[src/rtl/rf_write_scheduler.sv]
// rf_write_scheduler: sole owner of the register file write port and read-address muxes.
// Core writeback and multi-cycle SWAP requests share the single write port. A SWAP runs
// as read / write A / write B, so the register file itself needs no swap logic.
//
// Handshakes: wb_req is granted combinationally (wb_gnt) in the cycle it is offered,
// only while IDLE. swap_req is level-held by the requester until the one-cycle swap_gnt
// pulse. Operand addresses are captured in that grant cycle only. A writeback that loses
// arbitration simply stays pending; nothing is queued here.
module rf_write_scheduler #(
  parameter int PW     = 4,
  parameter int DW     = 8,
  parameter int STARVE = 3
) (
  input  logic          clk,
  input  logic          rst_n,
  input  logic          wb_req,
  input  logic [PW-1:0] wb_addr,
  input  logic [DW-1:0] wb_data,
  output logic          wb_gnt,
  input  logic          swap_req,
  input  logic [PW-1:0] swap_addr_a,
  input  logic [PW-1:0] swap_addr_b,
  output logic          swap_gnt,
  output logic          swap_done,
  input  logic [PW-1:0] core_rd_a,
  input  logic [PW-1:0] core_rd_b,
  output logic [PW-1:0] rf_rd_addr_a,
  output logic [PW-1:0] rf_rd_addr_b,
  input  logic [DW-1:0] rf_dat_a,
  input  logic [DW-1:0] rf_dat_b,
  output logic          rf_wr_en,
  output logic [PW-1:0] rf_wr_addr,
  output logic [DW-1:0] rf_wr_data,
  output logic          stall
);

  localparam int SW = (STARVE < 1) ? 1 : $clog2(STARVE + 1);

  typedef enum logic [1:0] {
    S_IDLE     = 2'd0,
    S_SWAP_RD  = 2'd1,
    S_SWAP_WR1 = 2'd2,
    S_SWAP_WR2 = 2'd3
  } state_t;

  state_t        state_q;
  state_t        state_d;
  logic [SW-1:0] starve_cnt;
  logic [PW-1:0] cap_a;
  logic [PW-1:0] cap_b;
  logic [DW-1:0] tmp_a;
  logic [DW-1:0] tmp_b;
  logic          starved;
  logic          swap_win;

  // Swap takes the port when writeback is absent or has already beaten it STARVE times.
  // Qualified with rst_n so no grant can be seen while reset is held.
  assign starved  = (starve_cnt == SW'(STARVE));
  assign swap_win = rst_n && (state_q == S_IDLE) && swap_req && (!wb_req || starved);

  // State register.
  always_ff @(posedge clk or negedge rst_n) begin
    if (!rst_n) state_q <= S_IDLE;
    else        state_q <= state_d;
  end

  // Next state, arbitration, write-port and read-mux drive.
  always_comb begin
    state_d      = state_q;
    wb_gnt       = 1'b0;
    swap_gnt     = 1'b0;
    swap_done    = 1'b0;
    rf_wr_en     = 1'b0;
    rf_wr_addr   = '0;
    rf_wr_data   = '0;
    rf_rd_addr_a = core_rd_a;
    rf_rd_addr_b = core_rd_b;
    stall        = 1'b0;
    case (state_q)
      S_IDLE: begin
        if (swap_win) begin
          swap_gnt = 1'b1;
          state_d  = S_SWAP_RD;
        end else if (rst_n && wb_req) begin
          wb_gnt     = 1'b1;
          rf_wr_en   = 1'b1;
          rf_wr_addr = wb_addr;
          rf_wr_data = wb_data;
        end
      end
      S_SWAP_RD: begin
        stall        = 1'b1;
        rf_rd_addr_a = cap_a;
        rf_rd_addr_b = cap_b;
        state_d      = S_SWAP_WR1;
      end
      S_SWAP_WR1: begin
        stall        = 1'b1;
        rf_rd_addr_a = cap_a;
        rf_rd_addr_b = cap_b;
        rf_wr_en     = 1'b1;
        rf_wr_addr   = cap_a;
        rf_wr_data   = tmp_b;
        state_d      = S_SWAP_WR2;
      end
      S_SWAP_WR2: begin
        stall        = 1'b1;
        rf_rd_addr_a = cap_a;
        rf_rd_addr_b = cap_b;
        rf_wr_en     = 1'b1;
        rf_wr_addr   = cap_b;
        rf_wr_data   = tmp_a;
        swap_done    = 1'b1;
        state_d      = S_IDLE;
      end
      default: state_d = S_IDLE;
    endcase
  end

  // Operand capture at grant, and the pre-swap values read in SWAP_RD.
  always_ff @(posedge clk or negedge rst_n) begin
    if (!rst_n) begin
      cap_a <= '0;
      cap_b <= '0;
      tmp_a <= '0;
      tmp_b <= '0;
    end else begin
      if (swap_gnt) begin
        cap_a <= swap_addr_a;
        cap_b <= swap_addr_b;
      end
      if (state_q == S_SWAP_RD) begin
        tmp_a <= rf_dat_a;
        tmp_b <= rf_dat_b;
      end
    end
  end

  // Count consecutive writeback wins over a waiting swap, saturating at STARVE.
  always_ff @(posedge clk or negedge rst_n) begin
    if (!rst_n) begin
      starve_cnt <= '0;
    end else if (swap_gnt || !swap_req) begin
      starve_cnt <= '0;
    end else if (wb_gnt && !starved) begin
      starve_cnt <= starve_cnt + 1'b1;
    end
  end

endmodule

[config.mk]
export PLATFORM = sky130hd
export DESIGN_NAME = rf_write_scheduler
export DESIGN_NICKNAME = d
export VERILOG_FILES = /design/src/rtl/rf_write_scheduler.sv
export SDC_FILE = /design/constraint.sdc
export NUM_CORES = 1
export LEC_CHECK = 0
export ABC_AREA = 1
export CAP_MARGIN = 25
export CORE_ASPECT_RATIO = 1.5
export CORE_MARGIN = 2
export CORE_UTILIZATION = 39
export DETAILED_ROUTE_END_ITERATION = 10
export PLACE_DENSITY = 0.79
export SLEW_MARGIN = 20
export SYNTH_ARGS = -nofsm -noshare
export SYNTH_HDL_FRONTEND = slang
export SYNTH_SLANG_ARGS = --single-unit
export TNS_END_PERCENT = 20
[constraint.sdc]
create_clock -name clk -period 1.62 [get_ports clk]
set_input_delay 0.324 -clock clk [delete_from_list [all_inputs] [get_ports clk]]
set_output_delay 0.324 -clock clk [all_outputs]
set_load 0.005 [all_outputs]
==> impl_metrics.yaml, run 1 <==
status:
  status: "finished, violations left"
  violations: "negative setup slack"
setup_path:
  worstReg2RegEnd: "cap_a[0]"
  path_cells: "inv_2, ha_4, nand2_4, nor2_4, buf_12, nand2_8, nand3_4, buf_6, a21oi_2, buf_2"
  path_delay_family: "buffers and inverters"
  path_class: "reg2out"
  critPathLaunchType: "flop"
  r2r-start: "state_q[0]"
  cp-end-kind: "output pin"
  reg2reg_depth: 11
  crit_buf_inv: 4
  critPathLaunch: "state_q[0]"
  cp.depth: 10
  slowest_delay_ns: 0.41
  setup.worst_path.end: "rf_wr_en"
  critPathSlowestCell: "dfrtp_1"
  cp_data_arrival_time_ns: 1.79
  rrSetupSlack_ns: -0.03
  cp_max_fo: 5
  critPathRequiredTime_ns: 1.30
routing:
  wire_per_inst_um: 14.9
  dr.pass1.iters: 4
  via_per_inst: 5.05
  drtIter0Drc: 66
  wl_um: 5780
  drc: 0
  ant_nets: 0
  num_vias: 1955
sta:
  fin_ws_ns: -0.492
  final_max_slew_viol_count: 0
  rsz0062_at_grt: "true"
  fmax_mhz: 474
  setup_viol: 30
  finalHoldViolations: 0
  finalSetupTns_ns: -8.19
  worstMarginPinSlew_ns: 0.314
  period_needed_ns: 2.11
  maxSlewHeadroom: 0.791
  fin_skew_ns: 0.00248
  finalCritPeriodShare: 1.30
clock_tree:
  cts_sinks: 28
  ctsRootBufferMaster: "clkbuf_8"
  clk_pin_slew_ns: 0.10
  clk_latency_ns: 0.28
  cts_max_level: 1
  cts_buffers: 3
  cts_tree: "yes"
  clockBufferDepth: 2
  holdBufCountCts: 0
synthesis:
  synth_top_area_frac: 0.394
  yosys_warnings: 0
  synthesis.nets: 291
  synth_seq_cells: 28
  synth_edf_count: 0
  seq_area_frac_synth: 0.394
  avgSynthCellArea_um2: 7.51
  ys.flop_type: "dfrtp_1"
  synth.distinct_cells: 22
  synth_top_area_cell: "dfrtp_1"
  synth_area_leaders: "dfrtp_1 (39%), nand2_1 (12%), inv_1 (9.7%)"
  syn_inst: 237
  async_flop_share: 1.00
  synth.cell_area_mm2: 0.00178
grt:
  grt_pass1_vias: 1991
  antenna_found_initial: 0
  grtUsageTotal: 0.234
  overflow: 0
  grt_start_max_net_pins: 20
  grt_pass1_wl_um: 9130
layout:
  layout-drive-gt1-share: 0.360
  final_cells: 387
  antenna_cells: 0
  fin_util: 0.679
  fill_cells: 348
  nNetsFinal: 394
  stdcell_area_mm2: 0.00303
  syn_to_final_growth_pct: 70.5
placed_design:
  dp_cells: 370
  place_congestion: 0.754
  place_area_mm2: 0.00267
  portBuffers: 72
  dp_hpwl_um: 3620
die:
  die_h_um: 86.7
  start_util: 0.398
  dieArea_mm2: 0.00513
  rows: 30
  ios: 73
  core_area_mm2: 0.00447
  die_w_um: 59.2
pwr:
  p_leak_nw: 1.44
  power.switching_mw: 1.99
  comb_power_share: 0.645
  switching_share: 0.402
  power.density_mw_per_mm2: 1630
  seqPwrFrac: 0.243
  irDropWorstVdd_v: 0.000726
  power_frac_clock: 0.112
  p_int_mw: 2.96
flow_run:
  cap_violations: 0
worst_hold_path:
  hold_path.class: "in2async"
[cells by family after synthesis]
group	synth area share
adder cells (fa/ha/maj)	0.0422
AO/OA/AOI/OAI	0.132
buffers and inverters	0.151
XOR/XNOR	0.00492
AND/OR/NAND/NOR	0.225
flip-flops	0.394
multiplexers	0.0506
[layer usage]
layer  wire length, um  track usage  up-vias  part of all wire
met5                 0            0        -                 0
met3               255       0.0328       17             0.044
met1              2180        0.260      934              0.38
met2              3150        0.426       68              0.54
met4               193        0.107        0             0.033
li1                  -            -      936                 -
[layout by cell type, fill, tap and decap left out, drive strengths merged, types with 8 or more instances in the layout]
cell type / Yosys / layout
a21oi: 14 / 14
buf: 11 / 52
clkbuf: 1 / 8
clkdlybuf4s50: 0 / 45
dfrtp: 28 / 28
inv: 47 / 47
mux2: 8 / 8
nand2: 61 / 63
nand3: 13 / 13
nor2: 16 / 16
o21ai: 29 / 29
[timing repair]
action,CTS,global route
endpoints found under the hold margin,0,0
cloned,2,0
endpoints found under the setup margin,33,39
setup buffers,9,3
pin swaps,9,5
gates resized for setup,136,29
[final cells by class]
type | count | area [um2] | area share
inverters | 47 | 179 | 0.0590
well taps | 48 | 60.1 | 0.0198
multi-input cells | 152 | 1040 | 0.343
clock buffers | 3 | 41.3 | 0.0136
repair buffers | 108 | 982 | 0.324
flip-flops and latches | 28 | 701 | 0.231
clock inverters | 1 | 30.0 | 0.00990
[synthesized netlist by cell type (all sizes together), types with 6 or more instances]
cell / number
nand2: 61
inv: 47
o21ai: 29
dfrtp: 28
nor2: 16
a21oi: 14
nand3: 13
buf: 11
mux2: 8
ha: 6
[sequential cells by signal, summed over array words and instances (netlist names)]
signal and cells:
state_q 2, cap_a 4, tmp_a 8, starve_cnt 2
cap_b 4, tmp_b 8
[how the worst min path moves through the flow]
stage,endpoint,cells after the start,start,slack [ns]
after detailed placement,tmp_a[6],1,tmp_a[6],0.50
after global routing,cap_a[3],2,rst_n,0.35
final,cap_a[0],2,rst_n,0.32
after floorplan,cap_a[0],0,rst_n,0.03
after global placement,cap_b[2],2,cap_b[2],0.49
after CTS,cap_a[2],2,rst_n,0.30
[power groups by stage]
stage               clock network (mW)  logic, mW  registers (mW)
global route                     0.593       3.50            1.24
floorplan                            0       1.39            1.16
CTS                              0.563       2.97            1.19
detailed placement                   0       2.77            1.20
global placement                     0       2.71            1.18
finish                           0.555       3.19            1.20
[stage by stage]
stage,hold WS (ns),setup WS [ns],total power [mW]
2_1_floorplan,0.0284,0.00773,2.55
3_3_place_gp,0.490,-0.751,3.89
3_5_place_dp,0.497,-0.770,3.98
4_1_cts,0.303,-0.441,4.73
5_1_grt,0.355,-0.542,5.33
6_report,0.323,-0.492,4.95
(Power assumes the default switching activity.)
==> run 2: changes to the inputs <==
- CORE_UTILIZATION: 39 -> 43
- CTS_CLUSTER_SIZE: not set -> 20
- PLACE_DENSITY: 0.79 -> 0.82
- clock period: 1.62 -> 2.1 ns (I/O delays scaled with it)
==> run 2 against run 1 <==
Against the previous run:
- the run still ends with negative setup slack left
- global-route usage is 1.6 points higher
- routed wire length is 2.5% lower
- worst setup slack better by 0.37 ns
- power is 25% lower
- register-to-register slack better by 0.31 ns
- sequential share of layout area is 1.2 points higher
- final cell count is 1.8% lower
- clock power is 24% lower
- cell area is 5.0% lower
- die area is 8.8% lower
- hold slack better by 0.098 ns
- utilization is 4.9 points higher
- critical path type unchanged
- largest power group unchanged
==> impl_metrics.yaml, run 2 (same netlist as run 1, synthesis figures left out) <==
sta:
  hold_ws_ns: 0.421
  fin_skew_ns: 0.00904
  setup_viol: 14
  fin_ws_ns: -0.125
  final_max_slew_viol_count: 0
  finalCritPeriodShare: 1.06
  worstMarginPinSlew_ns: 0.290
  maxSlewHeadroom: 0.807
  rsz0062_at_grt: "true"
  finalHoldViolations: 0
  finalSetupTns_ns: -1.07
  fmax_mhz: 449
  period_needed_ns: 2.22
routing:
  wire_per_inst_um: 14.8
  dr.pass1.iters: 4
  drc: 0
  ant_nets: 0
  wl_um: 5630
  num_vias: 1893
  via_per_inst: 4.98
  drtIter0Drc: 47
die:
  core_area_mm2: 0.00396
  rows: 28
  dieArea_mm2: 0.00468
  die_w_um: 56.5
  die_h_um: 82.8
  ios: 73
  start_util: 0.449
status:
  status: "finished, violations left"
  violations: "negative setup slack"
layout:
  layout_commonest_cell: "nand2_1"
  antenna_cells: 0
  fill_cells: 283
  reg_top3: "tmp_a: 8 flops, tmp_b: 8 flops"
  layout_common_cells: "nand2_1 (55), clkdlybuf4s50_1 (50), inv_1 (41)"
  stdcell_area_mm2: 0.00288
  syn_to_final_growth_pct: 62.0
  nNetsFinal: 390
  layout-drive-gt1-share: 0.272
grt:
  grtUsageMet3: 0.0465
  grt_start_max_net_pins: 27
  grtUsageMet2: 0.453
  busiest_layer: "met2"
  met1_usage: 0.278
  grtUsageTotal: 0.250
  antenna_found_initial: 0
  grt_pass1_vias: 1887
  overflow: 0
  grt_pass1_wl_um: 8940
pwr:
  power.density_mw_per_mm2: 1290
  irDropWorstVdd_v: 0.000955
  finalPower_mw: 3.71
  p_leak_nw: 1.40
flow_run:
  cap_violations: 0
placed_design:
  place_area_mm2: 0.00262
  portBuffers: 72
  dp_hpwl_um: 3410
  place_congestion: 0.816
clock_tree:
  cts_sinks: 28
  ctsRootBufferMaster: "clkbuf_8"
  holdBufCountCts: 0
  clk_latency_ns: 0.27
  cts_max_level: 1
  cts_tree: "yes"
  cts_buffers: 3
  clk_pin_slew_ns: 0.10
  clockBufferDepth: 2
worst_hold_path:
  hold_path.class: "in2async"
setup_path:
  cp-end-kind: "output pin"
  rrSetupSlack_ns: 0.28
  cp_data_arrival_time_ns: 1.80
  critPathLaunchType: "flop"
  cp_max_fo: 4
  critPathRequiredTime_ns: 1.68
  path_class: "reg2out"
## run 2: changes by cell type in the layout (fill, tap and decap cells not counted), moves of 6 or more
cell / previous run / this run
buf_2: 15 / 4
nand3_1: 2 / 9
nand3_2: 10 / 4
buf_6: 12 / 4
buf_4: 20 / 28
## run 2: timing repair
item / in CTS / in global routing
resized for setup: 74 / 21
gates cloned: 2 / 0
buffers inserted: 12 / 1
pin swaps: 5 / 2
setup endpoints to repair: 24 / 22
## run 2: routing by layer
| metal | up-vias | wire, um |
|---|---|---|
| li1 | 926 | - |
| met1 | 867 | 2080 |
| met2 | 86 | 2980 |
| met3 | 14 | 389 |
| met4 | 0 | 180 |
| met5 | - | 0 |
## run 2: final timing paths
kind,to,cells past startpoint,startpoint
setup / recovery,swap_gnt,9,state_q[0]
hold reg to reg,tmp_b[3],1,tmp_b[3]
setup reg to reg,tmp_b[1],7,state_q[1]
hold / removal,cap_a[2],2,rst_n
max in group asynchronous,tmp_a[5],2,rst_n
min in group clk,tmp_b[3],1,tmp_b[3]
## run 2: cell type report
class	count	area, um2	share of cell area
Clock inverter	1	30.0	0.0104
Timing Repair Buffer	105	956	0.332
Sequential cell	28	701	0.243
Multi-Input combinational cell	151	918	0.319
Clock buffer	3	41.3	0.0143
Inverter	47	179	0.0621
Tap cell	45	56.3	0.0195
## run 2: report_power, final
part	internal (mW)	switching (mW)
clock	0.255	0.166
sequential	0.797	0.125
combinational	1.21	1.16
## run 2: through the flow
stage          setup slack (ns)  utilization  cells
2_1_floorplan             0.392            -    237
3_3_place_gp             -0.442        0.662    361
3_5_place_dp             -0.481        0.662    361
4_1_cts                 -0.0760        0.725    379
5_1_grt                  -0.235        0.728    380
6_report                 -0.125        0.728    380
## run 2: critical path, stage by stage, from the launching register on
cell	delay, ns
dfrtp_1	0.42
inv_2	0.11
ha_4	0.16
nand2_4	0.05
nor2_4	0.18
nand2_4	0.08
buf_4	0.15
buf_4	0.14
inv_4	0.04
clkdlybuf4s15_2	0.19
==> run 3: changes to the inputs <==
- PLACE_DENSITY: 0.82 -> 0.8
==> run 3 against run 2 <==
Against the previous run:
- global-route usage is 3.4 points lower
- utilization is 0.98 points lower
- power is 8.0% lower
- sequential share of layout area is 0.33 points higher
- flip-flop and latch count stayed put
- clock power is 28% lower
- combinational power is 8% lower
- sequential power hardly changed
- final cell count is 1.8% lower
- routed wire length is 12% lower
- hold slack worse by 0.090 ns
- largest power group unchanged
- the flow still finishes with violations (negative setup slack)
- critical endpoint is now rf_rd_addr_a[3]
==> impl_metrics.yaml, run 3 (same netlist as run 1, synthesis figures left out) <==
sta:
  rsz0062_at_grt: "true"
  maxSlewHeadroom: 0.766
  finalCritPeriodShare: 1.05
  worstMarginPinSlew_ns: 0.351
  finalHoldViolations: 0
  final_max_slew_viol_count: 0
  fin_ws_ns: -0.103
  setup_viol: 4
  fmax_mhz: 454
  fin_skew_ns: 0.00276
  finalSetupTns_ns: -0.149
  period_needed_ns: 2.20
  hold_ws_ns: 0.331
layout:
  reg_top3: "tmp_a: 8 flops, tmp_b: 8 flops"
  layout_common_cells: "nand2_1 (55), clkdlybuf4s50_1 (47), inv_1 (41)"
  fill_cells: 293
  nNetsFinal: 384
  layout_commonest_cell: "nand2_1"
  antenna_cells: 0
  syn_to_final_growth_pct: 59.8
  stdcell_area_mm2: 0.00284
  layout-drive-gt1-share: 0.265
  final_cells: 373
  fin_util: 0.718
clock_tree:
  clockBufferDepth: 2
  cts_sinks: 28
  clk_latency_ns: 0.28
  cts_buffers: 3
  holdBufCountCts: 0
  ctsRootBufferMaster: "clkbuf_8"
  clk_pin_slew_ns: 0.09
  cts_max_level: 1
  cts_tree: "yes"
setup_path:
  path_class: "reg2out"
  critPathLaunchType: "flop"
  slowest_delay_ns: 0.49
  critPathLaunch: "state_q[0]"
  cp_max_fo: 11
  critPathRequiredTime_ns: 1.68
  path_delay_family: "buffers and inverters"
  crit_top_cell: "nand2_1"
  rrSetupSlack_ns: 0.43
  cp-end-kind: "output pin"
  critPathSlowestCell: "clkdlybuf4s50_1"
  r2r-start: "state_q[0]"
  crit_buf_inv: 3
  cp_data_arrival_time_ns: 1.78
  path_cells: "inv_2, buf_4, ha_4, nand2_1, nand2_1, clkdlybuf4s50_1"
die:
  dieArea_mm2: 0.00468
  rows: 28
  start_util: 0.449
  die_h_um: 82.8
  core_area_mm2: 0.00396
  ios: 73
  die_w_um: 56.5
pwr:
  irDropWorstVdd_v: 0.000868
  comb_power_share: 0.641
  power.switching_mw: 1.38
  switching_share: 0.404
  power.density_mw_per_mm2: 1200
  power_frac_clock: 0.088
  seqPwrFrac: 0.271
  finalPower_mw: 3.42
  p_leak_nw: 1.39
  p_int_mw: 2.04
grt:
  grt_pass1_vias: 1846
  grt_pass1_wl_um: 7900
  grtUsageTotal: 0.216
  antenna_found_initial: 0
  grt_start_max_net_pins: 35
  overflow: 0
flow_run:
  cap_violations: 0
routing:
  via_per_inst: 4.91
  num_vias: 1833
  dr.pass1.iters: 4
  wire_per_inst_um: 13.3
  drtIter0Drc: 42
  wl_um: 4980
  ant_nets: 0
  drc: 0
placed_design:
  dp_cells: 361
  dp_slack_ns: -0.485
  place_congestion: 0.773
  dp_hpwl_um: 3300
  portBuffers: 72
  place_area_mm2: 0.00262
status:
  violations: "negative setup slack"
  status: "finished, violations left"
worst_hold_path:
  hold_path.class: "in2async"
run 3: final timing paths:
| path | end | depth (start not counted) |
|---|---|---|
| setup / recovery | rf_rd_addr_a[3] | 6 |
| hold / removal | tmp_b[0] | 2 |
| setup reg to reg | cap_b[1] | 10 |
| hold reg to reg | tmp_a[4] | 1 |
| max in group asynchronous | tmp_a[4] | 2 |
| min in group clk | tmp_a[4] | 1 |
run 3: worst register-to-register path: stages, from the launching register on:
cell	delay (ns)
dfrtp_1	0.41
inv_2	0.14
ha_4	0.17
nand2_4	0.05
nor2_4	0.15
buf_12	0.13
nand2_8	0.07
buf_6	0.13
inv_4	0.05
buf_4	0.17
o21ai_0	0.09
run 3: area by class of cell:
class / count / area [um2] / area share
timing repair buffer: 99 / 910 / 0.320
tap: 45 / 56.3 / 0.0198
inverter: 47 / 181 / 0.0638
clock buffer: 3 / 41.3 / 0.0145
multi-input combinational: 151 / 953 / 0.335
sequential: 28 / 701 / 0.246
run 3: per-layer routing:
layer  vias to the layer above  wire, um  global-route usage
met5                         -         0                   0
met4                         0        72              0.0929
met3                         7       275              0.0512
met2                        62      2680               0.401
met1                       851      1950               0.233
li1                        913         -                   -
run 3: power groups by stage:
stage	Sequential, mW	Clock (mW)	Combinational, mW
2_1_floorplan	0.893	0	1.07
3_3_place_gp	0.912	0	2.02
3_5_place_dp	0.927	0	2.06
4_1_cts	0.922	0.293	2.08
5_1_grt	0.949	0.323	2.43
6_report	0.925	0.302	2.19
run 3: what timing repair did:
item	CTS	global route
endpoints found under the setup margin	24	20
gates cloned	1	0
resized for setup	60	46
pin swaps	4	2
setup buffers	6	2
